==> src/rtl/wb_port_arbiter.sv <==
// Round-robin arbiter sharing the register-file write port between the ALU (req0)
// and load (req1) write-back paths. Optional macro WB_ARB_ZERO_FILTER_EN suppresses writes to r0.
module wb_port_arbiter #(
   parameter int AW = 5,
   parameter int DW = 32,
   parameter int CW = 16
) (
   input  logic          clk,
   input  logic          rst_n,
   input  logic          req0_valid,
   input  logic [AW-1:0] req0_addr,
   input  logic [DW-1:0] req0_data,
   output logic          req0_ready,
   input  logic          req1_valid,
   input  logic [AW-1:0] req1_addr,
   input  logic [DW-1:0] req1_data,
   output logic          req1_ready,
   input  logic          stall,
   output logic          wr_en,
   output logic [AW-1:0] wr_addr,
   output logic [DW-1:0] wr_data,
   output logic          sel,
   output logic [CW-1:0] conflict_cnt
);

   logic          last_grant, last_grant_next;
   logic          wr_en_next, sel_next;
   logic [AW-1:0] wr_addr_next;
   logic [DW-1:0] wr_data_next;
   logic [CW-1:0] conflict_cnt_next;
   logic          grant0, grant1;

   // req0 wins unless req1 is also pending and req0 was the last one served.
   always_comb begin
      // NOTE: every combinational output gets a default first so no path leaves it unassigned (no latch).
      grant0 = 1'b0;
      grant1 = 1'b0;
      if (!stall) begin
         if (req0_valid && (!req1_valid || last_grant)) grant0 = 1'b1;
         else if (req1_valid)                           grant1 = 1'b1;
      end
   end

   assign req0_ready = grant0;
   assign req1_ready = grant1;

   always_comb begin
      last_grant_next   = last_grant;
      wr_en_next        = wr_en;
      wr_addr_next      = wr_addr;
      wr_data_next      = wr_data;
      sel_next          = sel;
      conflict_cnt_next = conflict_cnt;
      // A stall freezes everything so the presented write stays on the port.
      if (!stall) begin
         if (req0_valid && req1_valid && (conflict_cnt != {CW{1'b1}}))
            conflict_cnt_next = conflict_cnt + CW'(1);
         wr_en_next = 1'b0;
         if (grant0 || grant1) begin
            last_grant_next = grant1;
            sel_next        = grant1;
            wr_addr_next    = grant1 ? req1_addr : req0_addr;
            wr_data_next    = grant1 ? req1_data : req0_data;
`ifdef WB_ARB_ZERO_FILTER_EN
            wr_en_next      = (wr_addr_next != '0);
`else
            wr_en_next      = 1'b1;
`endif
         end
      end
   end

   always_ff @(posedge clk) begin
      // NOTE: state registers use non-blocking assignments so every flop samples pre-edge values.
      if (!rst_n) begin
         last_grant   <= 1'b1;
         wr_en        <= 1'b0;
         wr_addr      <= '0;
         wr_data      <= '0;
         sel          <= 1'b0;
         conflict_cnt <= '0;
      end else begin
         last_grant   <= last_grant_next;
         wr_en        <= wr_en_next;
         wr_addr      <= wr_addr_next;
         wr_data      <= wr_data_next;
         sel          <= sel_next;
         conflict_cnt <= conflict_cnt_next;
      end
   end

endmodule

==> config.mk <==
export PLATFORM = sky130hd
export DESIGN_NAME = wb_port_arbiter
export DESIGN_NICKNAME = d
export VERILOG_FILES = /design/src/rtl/wb_port_arbiter.sv
export SDC_FILE = /design/constraint.sdc
export NUM_CORES = 1
export LEC_CHECK = 0
export CAP_MARGIN = 20
export CORE_MARGIN = 2
export CORE_UTILIZATION = 35
export DETAILED_ROUTE_END_ITERATION = 8
export PLACE_DENSITY_LB_ADDON = 0.1
export SYNTH_ARGS = -nofsm -noshare
export SYNTH_HDL_FRONTEND = slang
export SYNTH_SLANG_ARGS = --single-unit
export TNS_END_PERCENT = 100
==> constraint.sdc <==
create_clock -name clk -period 1.49 [get_ports clk]
set_input_delay 0.2235 -clock clk [delete_from_list [all_inputs] [get_ports clk]]
set_output_delay 0.2235 -clock clk [all_outputs]
set_load 0.03 [all_outputs]
======== Word-level counts from Yosys, hierarchy flattened ========
Index checks and enable logic that the tools add are counted.
operators by class
  add/subtract/negate cells ............... 1
  equal/unequal tests ..................... 1
  multiplexer cells ....................... 8
  bitwise operators ....................... 1
  reduce and logical (&&, ||, !) cells .... 8
operators by type and width
  kind                                                              number
  32-bit two-way mux                                                1
  16-bit by 1-bit adder with 16-bit output (second input constant)  1
  16-bit != test (second input constant)                            1
  1-bit two-way mux                                                 6
  5-bit two-way mux                                                 1
  2-bit AND reduction                                               2
  1-bit logical AND                                                 3
  1-bit logical OR                                                  2
  1-bit zero test                                                   1
  1-bit inverter                                                    1
word-level totals
  flip-flop bits (word level) ............. 56
  output and inout bits ................... 57
  word-level logic and storage cells ...... 25

======== Logic depth before layout (Yosys ltp) ========
  word-level depth ........................ 7
  mapped depth ............................ 6
  mapped depth without buffers ............ 5

======== Least setup slack after synthesis ========
OpenSTA, ideal clock, no wires.
  kind .................................... register -> register
  start point ............................. reg conflict_cnt[0]
  end point ............................... reg conflict_cnt[10]
  setup time .............................. 0.072 ns
  data arrival time ....................... 1.671 ns
  required time ........................... 1.418 ns
  slack ................................... -0.253 ns
  cell stages (with the launch flop) ...... 6
  path buffers ............................ 0
  period minus slack after synthesis ...... 1.743 ns
  cell sequence ........................... dfxtp_1 > ha_1 > nand3_1 > nand2b_1 > nor4b_1 > mux2i_1
on the way
  longest elaborated chain between the ends .. 3
RTL lines
  element                                                                           line  source
  start, declared                                                                   23    output logic [CW-1:0] conflict_cnt
  start signal, assigned                                                            88    conflict_cnt <= conflict_cnt_next;
  branches (longest 3 deep; another with 16-bit by 1-bit adder with 16-bit output)  --
Several ways; the timed one is not identified.
A chain may end at the register's enable or synchronous reset.

======== Worst setup path after layout ========
  start point ............................. reg conflict_cnt[6]
  end point ............................... reg conflict_cnt[9]
The elaborated chain is that of the path after synthesis.

==> impl_results.md <==
* Status: finished, violations left
* Failing checks: negative setup slack
* Initial antenna violation count at 0
* Sink Count at 56
* Clk buf depth at 2
* Largest net degree at the start of global routing at 50
* Worst skew pair latency at 290 ps
* P per Cell Area at 713 mW/mm^2
* Crit path DAT at 1750 ps
* Critical Path RT at 1720 ps
* Synthesized cell area at 0.00244 sq mm
* Fin util at 64.7%
* Asr flop ratio synth at 0%
* Final WS setup at -22.3 ps
* Most common cell after layout, fill and taps aside: clkdlybuf4s50_1
* Setup CP Type: reg2reg
* Top Ports at 136
* Final min period at 1510 ps
* Die Y at 87.6 um
* Max_cap viols at 0
* Yosys reg bits at 56
* Port bufs at 135
* Detailed placement HPWL at 5470 um
* Drt pass-1 iters at 4
* VDD IR max at 350 uV
* Die W at 87.6 um
* Synth warnings at 0
* Drt wl/cell at 14.3 um
* Via count of the first global-routing pass at 2549
* Final period utilization at 101%
* PnR Total Power at 3.12 mW
* Final net count at 521
* Cts bufs inserted at 5
* CTS Hold Buffers Added at 0
* Final Non-Filler Cells at 522
* Initial Util at 36.2%
* Max_slew headroom at 76.9%
* Min-delay worst type: in2reg
* GRT Resource Usage Total at 19.1%
* Hold Path Origin: req0_valid
* Clock skew at 6.35 ps
* Hold Path End: conflict_cnt[3]
* Top FF cell, synth: dfxtp_1
* Launching point of the worst reg2reg path: conflict_cnt[6]
* Reg-to-reg endpoint: conflict_cnt[9]
* Final hold vios at 0
* Static Leak at 1.82 nW
* Commonest non-fill, non-tap cells in the layout: 75 x clkdlybuf4s50_1, 57 x dlygate4sd2_1, 49 x nand2_1
* Mapped Cells at 282
* EDFF count, synth at 0
* Yosys cell types at 40
* Grt total ovfl at 0
* Core Area at 0.00676 sq mm
* Die area at 0.00767 sq mm
* CTS tree: built
* FMAX at 0.661 GHz
* RSZ-0062 raised after global routing: true
* CTS root buf: clkbuf_8
* # diodes at 0
* Synth Area per Inst at 8.67 sq um
* Max-slew violation count at 0
* Placed cells at 509
* Worst reg2reg path depth at 4
* DRT antenna net count at 0
* Worst-Margin Slew at 347 ps
* Hold WS at 392 ps
* Area grow syn2layout at 78.9%
* Crit path launch type: register
* CP max FO at 6
* Final instance area at 0.00437 sq mm
* Via count at 2700
* Seq/Total Area, Yosys at 45.9%
* Via-per-instance ratio at 5.17
* Placed Area at 0.00419 sq mm
* CTS clk-pin slew, worst paths at 100 ps
* Initial DRC Count at 108
* GPL Wtd Cong at 0.821
* Syn nets at 362
* H-tree depth at 2
* Endpoints failing setup at 1
* Crit end category: register
* First-pass GRT wire length at 11800 um
* DRC at 0
* Min-Delay Path Depth at 4
* Flop2flop setup slack at -20 ps
* Final WL at 7440 um
* Layout cells sized above 1 at 20.6%
* Row cnt at 30
## flip-flops by register name (all words and copies together), names as in the netlist
| signal | cells |
|---|---|
| conflict_cnt | 16 |
| sel | 1 |
| wr_data | 32 |
| wr_en | 1 |
| last_grant | 1 |
| wr_addr | 5 |
## power by group
group,switching [mW],internal [mW]
registers,0.0342,1.55
clock network,0.463,0.332
logic,0.364,0.375
## worst max path at each step
stage                               start              end
after global routing      conflict_cnt[4]  conflict_cnt[9]
after CTS                      req0_valid       req1_ready
after detailed placement       req1_valid  conflict_cnt[7]
final                     conflict_cnt[6]  conflict_cnt[9]
after global placement         req0_valid  conflict_cnt[7]
after floorplan           conflict_cnt[0]  conflict_cnt[6]
## layer usage
| metal | share of wire [%] | vias to the layer above | track usage (%) |
|---|---|---|---|
| met2 | 52 | 71 | 32.9 |
| met3 | 6.1 | 2 | 5.84 |
| met5 | 0 | - | 0 |
| li1 | - | 1355 | - |
| met4 | 0.39 | 0 | 4.20 |
| met1 | 42 | 1272 | 23.6 |
## synth_stat cells (5+ instances only)
cell type | instances | area (sq um)
buf_2 | 6 | 30.0
inv_1 | 5 | 18.8
nand2b_1 | 8 | 50.1
mux2i_1 | 5 | 50.1
a22oi_1 | 37 | 278
dfxtp_1 | 56 | 1120
a21oi_1 | 48 | 240
clkbuf_1 | 10 | 37.5
nand2_1 | 49 | 184
nand3_1 | 5 | 25.0
## per-stage QoR
stage                     setup slack [ps]  TNS [ps]
after floorplan                       6.75         0
after global placement                -265     -9520
after detailed placement              -326    -12280
after CTS                            -7.50     -7.50
after global routing                 -72.0      -258
final                                -22.3     -22.3
## cell families after synthesis
group | count (synthesis) | synth area share, %
mux | 5 | 2.05
compound gates | 103 | 26.8
buf+inv | 24 | 4.15
simple gates | 93 | 20.6
fa+ha+maj | 1 | 0.512
flops | 56 | 45.9
## worst max-delay path: stages, from the launching register on
cell	delay, ps
dfxtp_4	390
and3_1	210
nand3_2	170
or4_4	550
a21oi_2	120
## layout make-up
type | count | area (sq um)
Clock buffer | 7 | 76.3
Clock inverter | 1 | 5.00
Fill cell | 633 | 2380
Inverter | 5 | 18.8
Multi-Input combinational cell | 202 | 1380
Sequential cell | 56 | 1170
Tap cell | 80 | 100
Timing Repair Buffer | 171 | 1630
## timing repair
action | 4_1_cts | 5_1_grt
pin swaps | 7 | 3
gates resized for setup | 75 | 11
buffers inserted | 3 | 3
hold endpoints to repair | 0 | 0
setup endpoints to repair | 67 | 17
No activity file was read; power rests on OpenSTA's default activity.
